## config.mk

```make
export PLATFORM = sky130hd
export DESIGN_NAME = slow_vram_bridge
export DESIGN_NICKNAME = d
export VERILOG_FILES = /design/src/rtl/slow_vram_bridge.sv
export SDC_FILE = /design/constraint.sdc
export NUM_CORES = 1
export LEC_CHECK = 0
export CAP_MARGIN = 20
export CORE_ASPECT_RATIO = 1.2
export CORE_MARGIN = 3
export CORE_UTILIZATION = 48
export CTS_CLUSTER_SIZE = 24
export DETAILED_ROUTE_END_ITERATION = 6
export GPL_ROUTABILITY_DRIVEN = 0
export HOLD_SLACK_MARGIN = 0.05
export PLACE_DENSITY_LB_ADDON = 0.2
export SLEW_MARGIN = 20
export SYNTH_ARGS = -nofsm -noshare
export SYNTH_HDL_FRONTEND = slang
export SYNTH_SLANG_ARGS = --single-unit
export TNS_END_PERCENT = 1
```

## constraint.sdc

```tcl
create_clock -name CLK -period 2 [get_ports CLK]
set_clock_uncertainty 0.15 [all_clocks]
set_input_delay 0.3 -clock CLK [delete_from_list [all_inputs] [get_ports CLK]]
set_output_delay 0.3 -clock CLK [all_outputs]
set_load 0.01 [all_outputs]
```

## src/rtl/slow_vram_bridge.sv

```systemverilog
`default_nettype none
// slow_vram_bridge -- SRAM-style slow VRAM strobes to a 32-bit req/ack memory port,
// with a one-dword read cache and a one-deep write buffer.                 rev 1.0
module slow_vram_bridge (
  input  logic        CLK,
  input  logic        RESETP,
  input  logic [14:0] SVRAM_ADDR,
  input  logic [15:0] SVRAM_DATA_OUT,
  input  logic        BOE,
  input  logic        BWE,
  output logic [31:0] SVRAM_DATA_IN,
  output logic        MEM_REQ,
  output logic        MEM_WE,
  output logic [13:0] MEM_ADDR,
  output logic [31:0] MEM_WDATA,
  output logic [1:0]  MEM_WMASK,
  input  logic        MEM_ACK,
  input  logic [31:0] MEM_RDATA,
  output logic        WR_OVERFLOW
);

  typedef enum logic [1:0] {ST_IDLE = 2'd0, ST_WR = 2'd1, ST_RD = 2'd2} state_t;

  state_t      state_q, state_d;
  logic [14:0] addr_s1_q;
  logic [15:0] data_s1_q;
  logic        boe_s1_q, bwe_s1_q, bwe_s2_q;
  logic        valid_q, valid_d;
  logic [13:0] tag_q, tag_d;
  logic [31:0] cdata_q, cdata_d;
  logic        wb_full_q, wb_full_d;
  logic [14:0] wb_addr_q, wb_addr_d;
  logic [15:0] wb_data_q, wb_data_d;
  logic        rd_stale_q, rd_stale_d;
  logic [31:0] rdout_q, rdout_d;
  logic        req_q, req_d, we_q, we_d;
  logic [13:0] maddr_q, maddr_d;
  logic [31:0] wdata_q, wdata_d;
  logic [1:0]  wmask_q, wmask_d;
  logic        ovf_q, ovf_d;

  logic wr_evt, rd_dem, hit, fill, same_fill, issue_wr, buf_free;

  function automatic logic [31:0] order_words(input logic odd, input logic [31:0] d);
    return odd ? {d[15:0], d[31:16]} : d;
  endfunction

  always_ff @(posedge CLK or negedge RESETP) begin
    if (!RESETP) begin
      addr_s1_q <= '0;
      data_s1_q <= '0;
      boe_s1_q  <= 1'b1;
      bwe_s1_q  <= 1'b1;
      bwe_s2_q  <= 1'b1;
    end else begin
      addr_s1_q <= SVRAM_ADDR;
      data_s1_q <= SVRAM_DATA_OUT;
      boe_s1_q  <= BOE;
      bwe_s1_q  <= BWE;
      bwe_s2_q  <= bwe_s1_q;
    end
  end

  always_comb begin
    wr_evt    = bwe_s2_q & ~bwe_s1_q;
    rd_dem    = ~boe_s1_q & bwe_s1_q;
    hit       = valid_q && (tag_q == addr_s1_q[14:1]);
    fill      = (state_q == ST_RD) && MEM_ACK;
    same_fill = (addr_s1_q[14:1] == maddr_q);
  end

  always_comb begin
    state_d    = state_q;
    valid_d    = valid_q;
    tag_d      = tag_q;
    cdata_d    = cdata_q;
    wb_full_d  = wb_full_q;
    wb_addr_d  = wb_addr_q;
    wb_data_d  = wb_data_q;
    rd_stale_d = rd_stale_q;
    rdout_d    = rdout_q;
    req_d      = req_q;
    we_d       = we_q;
    maddr_d    = maddr_q;
    wdata_d    = wdata_q;
    wmask_d    = wmask_q;
    ovf_d      = ovf_q;
    issue_wr   = 1'b0;

    if (rd_dem && hit)
      rdout_d = order_words(addr_s1_q[0], cdata_q);

    case (state_q)
      ST_IDLE: begin
        if (wb_full_q) begin
          // The buffered write moves into the port registers, freeing the buffer
          // for the next CPU write while this one is in flight.
          issue_wr  = 1'b1;
          state_d   = ST_WR;
          req_d     = 1'b1;
          we_d      = 1'b1;
          maddr_d   = wb_addr_q[14:1];
          wdata_d   = {wb_data_q, wb_data_q};
          wmask_d   = wb_addr_q[0] ? 2'b10 : 2'b01;
          wb_full_d = 1'b0;
        end else if (rd_dem && !hit) begin
          state_d    = ST_RD;
          req_d      = 1'b1;
          we_d       = 1'b0;
          maddr_d    = addr_s1_q[14:1];
          wmask_d    = 2'b00;
          rd_stale_d = 1'b0;
        end
      end
      ST_WR: begin
        if (MEM_ACK) begin
          state_d = ST_IDLE;
          req_d   = 1'b0;
        end
      end
      ST_RD: begin
        if (wr_evt && same_fill)
          rd_stale_d = 1'b1;
        if (MEM_ACK) begin
          state_d = ST_IDLE;
          req_d   = 1'b0;
          tag_d   = maddr_q;
          cdata_d = MEM_RDATA;
          valid_d = !(rd_stale_q || (wr_evt && same_fill));
          if (rd_dem && same_fill && !rd_stale_q)
            rdout_d = order_words(addr_s1_q[0], MEM_RDATA);
        end
      end
      default: state_d = ST_IDLE;
    endcase

    buf_free = !wb_full_q || issue_wr;
    if (wr_evt) begin
      if (buf_free) begin
        wb_full_d = 1'b1;
        wb_addr_d = addr_s1_q;
        wb_data_d = data_s1_q;
        // Dropped writes never reach memory, so they must not reach the cache either.
        if (!fill && hit) begin
          if (addr_s1_q[0]) cdata_d[31:16] = data_s1_q;
          else              cdata_d[15:0]  = data_s1_q;
        end
      end else begin
        ovf_d = 1'b1;
      end
    end
  end

  always_ff @(posedge CLK or negedge RESETP) begin
    if (!RESETP) begin
      state_q    <= ST_IDLE;
      valid_q    <= 1'b0;
      tag_q      <= '0;
      cdata_q    <= '0;
      wb_full_q  <= 1'b0;
      wb_addr_q  <= '0;
      wb_data_q  <= '0;
      rd_stale_q <= 1'b0;
      rdout_q    <= '0;
      req_q      <= 1'b0;
      we_q       <= 1'b0;
      maddr_q    <= '0;
      wdata_q    <= '0;
      wmask_q    <= '0;
      ovf_q      <= 1'b0;
    end else begin
      state_q    <= state_d;
      valid_q    <= valid_d;
      tag_q      <= tag_d;
      cdata_q    <= cdata_d;
      wb_full_q  <= wb_full_d;
      wb_addr_q  <= wb_addr_d;
      wb_data_q  <= wb_data_d;
      rd_stale_q <= rd_stale_d;
      rdout_q    <= rdout_d;
      req_q      <= req_d;
      we_q       <= we_d;
      maddr_q    <= maddr_d;
      wdata_q    <= wdata_d;
      wmask_q    <= wmask_d;
      ovf_q      <= ovf_d;
    end
  end

  assign SVRAM_DATA_IN = rdout_q;
  assign MEM_REQ       = req_q;
  assign MEM_WE        = we_q;
  assign MEM_ADDR      = maddr_q;
  assign MEM_WDATA     = wdata_q;
  assign MEM_WMASK     = wmask_q;
  assign WR_OVERFLOW   = ovf_q;

endmodule
`default_nettype wire

```

==> run metrics, run 1 <==
Crit Path Class=reg -> reg; first-pass GRT wire length=32900 µm; Die X=127 µm; Critical Path Fanout Max=11; RR Endpoint=SVRAM_DATA_IN[22]; unrepaired setup endpoints after global routing=yes; syn_area_per_cell=13.0 µm²; commonest non-fill, non-tap cell in the layout=dfrtp_1; root buf cell=clkbuf_16; CP peak stage delay=0.42 ns; filler instances=1272; Final Util=0.661; Post-DRT Antenna Nets=0; CTS tree=yes; largest net degree at the start of global routing=53; post-synthesis cell count=647; footprint of the multi-input gates=0.00370 mm²; min-delay src=BWE; fin nets=886; Vias=5674; I/O Buffers=150; Post-DP HPWL=13900 µm; Core Region=0.0170 mm²; FP Rows=52; Critical Path, Cell by Cell=xnor2_2, nand3_2, nor4_4, and2b_4, buf_12, buf_16, mux2i_2, mux2i_1; slowest CP cell=dfrtp_1; GR Overflow Total=0; full die area=0.0191 mm²; number of max-cap violations=0; status=finished, violations left; Initial Utilization=0.493; IO Pins=151; post-placement setup slack=-0.366 ns; Synth cell types=39; Die Y=151 µm; Max-slew headroom=0.718; H-tree levels=4; TritonCTS Buffers=17; Worst-path clk slew=0.07 ns; vias per inst=5.43; fin crit period=2.34 ns; clk buf depth=2; max-slew violations=0; maximum vdd ir drop=0.000806 V; initial antenna violation count=0; share of cells above drive strength 1=0.292; Area Overhead vs Synth=34.2%; R2R cell count=8; worst setup margin=-0.339 ns; Min-Delay Path Depth=1; final WL=20600 µm; worst min path class=in -> reg; measured slew at the worst slew-check pin=0.423 ns; Final setup viols=83; n_diodes=0; Final TNS setup=-21.00 ns; Clk Latency, worst-skew pair=0.43 ns; failing checks=negative setup slack; Syn Std Cell Area=0.00840 mm²; Tcrit/Tclk final=1.17; drt pass-1 iters=4; Total GRT Usage=0.221; Wirelength per Cell=19.7 µm; vias in the first global route=6286; Reg area=0.00459 mm²; Leak=5.01 nW; Clock Sinks=183; Fin. Hold Viols=0; post-synthesis net count=717; DRT iter0 DRCs=264; fmax=0.428 GHz; register area share after synthesis=0.546; Worst R2R Start=tag_q[6]; Critical Path End Type=register; Reg2Reg Setup Slack=-0.34 ns; Worst EP arrival=2.50 ns; Ys Warns=0; commonest non-fill, non-tap cells in the layout=179 x dfrtp_1, 149 x clkdlybuf4s50_1, 140 x mux2i_1; Critical Path RT=2.16 ns; hold path endpoint=bwe_s1_q; Pwr Density=1270 mW/mm²; type of origin of the critical path=register; Residual DRC=0; Yosys reg bits=183
## what timing repair did
action	4_1_cts	5_1_grt
buffers inserted	2	1
pin swaps	3	4
endpoints found under the hold margin	138	0
cloned	1	1
setup endpoints to repair	85	86
hold buffers	1	0
resized for setup	44	36
## report_power, final
| group | internal [mW] | switching, mW |
|---|---|---|
| clock network | 1.94 | 1.41 |
| logic | 2.97 | 2.25 |
| registers | 4.86 | 0.927 |
| total | 9.77 | 4.58 |
## area by class of cell
type / instances / share of cell area
multi-input cells: 406 / 0.328
inverters: 4 / 0.00133
clock inverters: 11 / 0.0108
repair buffers: 204 / 0.187
flip-flops and latches: 183 / 0.407
clock buffers: 21 / 0.0417
well taps: 216 / 0.0240
## synthesized netlist by cell type
library cell,n,area share
dfrtp_1,180,0.54
mux2i_1,142,0.17
mux2_2,93,0.12
a21oi_1,49,0.029
xnor2_1,24,0.025
nand2_1,23,0.010
nor2_1,18,0.0080
o21ai_0,18,0.011
buf_4,17,0.015
clkbuf_1,17,0.0076
buf_2,9,0.0054
buf_1,6,0.0027
nand2b_1,5,0.0037
nand3_1,5,0.0030
nand4_1,5,0.0037
inv_1,4,0.0018
xor2_1,4,0.0042
buf_12,3,0.0072
dfstp_2,3,0.0094
ha_1,2,0.0030
nor3_1,2,0.0012
a211oi_1,1,0.00089
a21o_1,1,0.00089
a22o_1,1,0.0010
a41oi_1,1,0.0010
and2_1,1,0.00075
and2b_1,1,0.00089
and3b_1,1,0.0010
buf_6,1,0.0013
clkbuf_2,1,0.00060
nor2b_1,1,0.00075
nor4_1,1,0.00075
nor4_4,1,0.0025
o21bai_1,1,0.00089
o21bai_2,1,0.0013
o221ai_1,1,0.0010
o22ai_1,1,0.00075
o2bb2ai_1,1,0.0010
o31ai_1,1,0.00089
## sequential cells by signal, summed over array words and instances (netlist names)
name / flops
SVRAM_DATA_IN: 32
cdata_q: 32
MEM_WDATA: 16
data_s1_q: 16
wb_data_q: 16
addr_s1_q: 15
wb_addr_q: 15
MEM_ADDR: 14
tag_q: 14
MEM_WMASK: 2
state_q: 2
MEM_REQ: 1
MEM_WE: 1
WR_OVERFLOW: 1
boe_s1_q: 1
bwe_s1_q: 1
bwe_s2_q: 1
rd_stale_q: 1
valid_q: 1
wb_full_q: 1
## routing by layer
layer | part of all wire | vias to the layer above | GRT usage
met2 | 0.52 | 127 | 0.395
met3 | 0.039 | 27 | 0.0444
met1 | 0.41 | 2905 | 0.263
li1 | - | 2615 | -
met5 | 0 | - | 0
met4 | 0.023 | 0 | 0.0880
## through the flow
stage	hold WS [ns]	instances	instance area, µm²	total power, mW
after floorplan	-0.146	647	8400	8.57
after global placement	0.0994	1007	10300	10.4
after detailed placement	0.0992	1007	10300	10.6
after CTS	0.119	1043	11100	14.3
after global routing	0.117	1045	11300	15.2
final	0.135	1045	11300	14.4
## logic make-up (layout without fill, tap and decap cells)
logic type / Yosys count / in the layout / synth area share
buffers and inverters: 58 / 240 / 0.0417
XOR/XNOR: 28 / 28 / 0.0292
adder cells (fa/ha/maj): 2 / 2 / 0.00298
AO/OA/AOI/OAI: 77 / 77 / 0.0498
multiplexers: 235 / 235 / 0.294
AND/OR/NAND/NOR: 64 / 64 / 0.0367
flip-flops: 183 / 183 / 0.546
## worst max path at each step
stage               depth (start not counted)  slack, ns                 to     startpoint
global placement                            7      -0.28   SVRAM_DATA_IN[2]       tag_q[9]
CTS                                         9      -0.31  SVRAM_DATA_IN[22]  addr_s1_q[14]
finish                                      8      -0.34  SVRAM_DATA_IN[22]       tag_q[6]
global route                                8      -0.38   SVRAM_DATA_IN[5]       tag_q[6]
detailed placement                          7      -0.37  SVRAM_DATA_IN[23]       tag_q[9]
floorplan                                   8      -0.03   SVRAM_DATA_IN[1]  addr_s1_q[10]
## critical path, delay by kind of cell (launching register included)
| family | cells | cell delay [ns] |
|---|---|---|
| mux | 2 | 0.29 |
| simple gates | 3 | 0.80 |
| buf+inv | 2 | 0.26 |
| flops | 1 | 0.42 |
| xor+xnor | 1 | 0.28 |
No activity file was read; power rests on OpenSTA's default activity.
==> inputs of run 2 (changes only) <==
ABC_CLOCK_PERIOD_IN_PS = 2000   (was default)
==> results of run 2 <==
The final DEF is identical to that of run 1; final timing and power are the same.
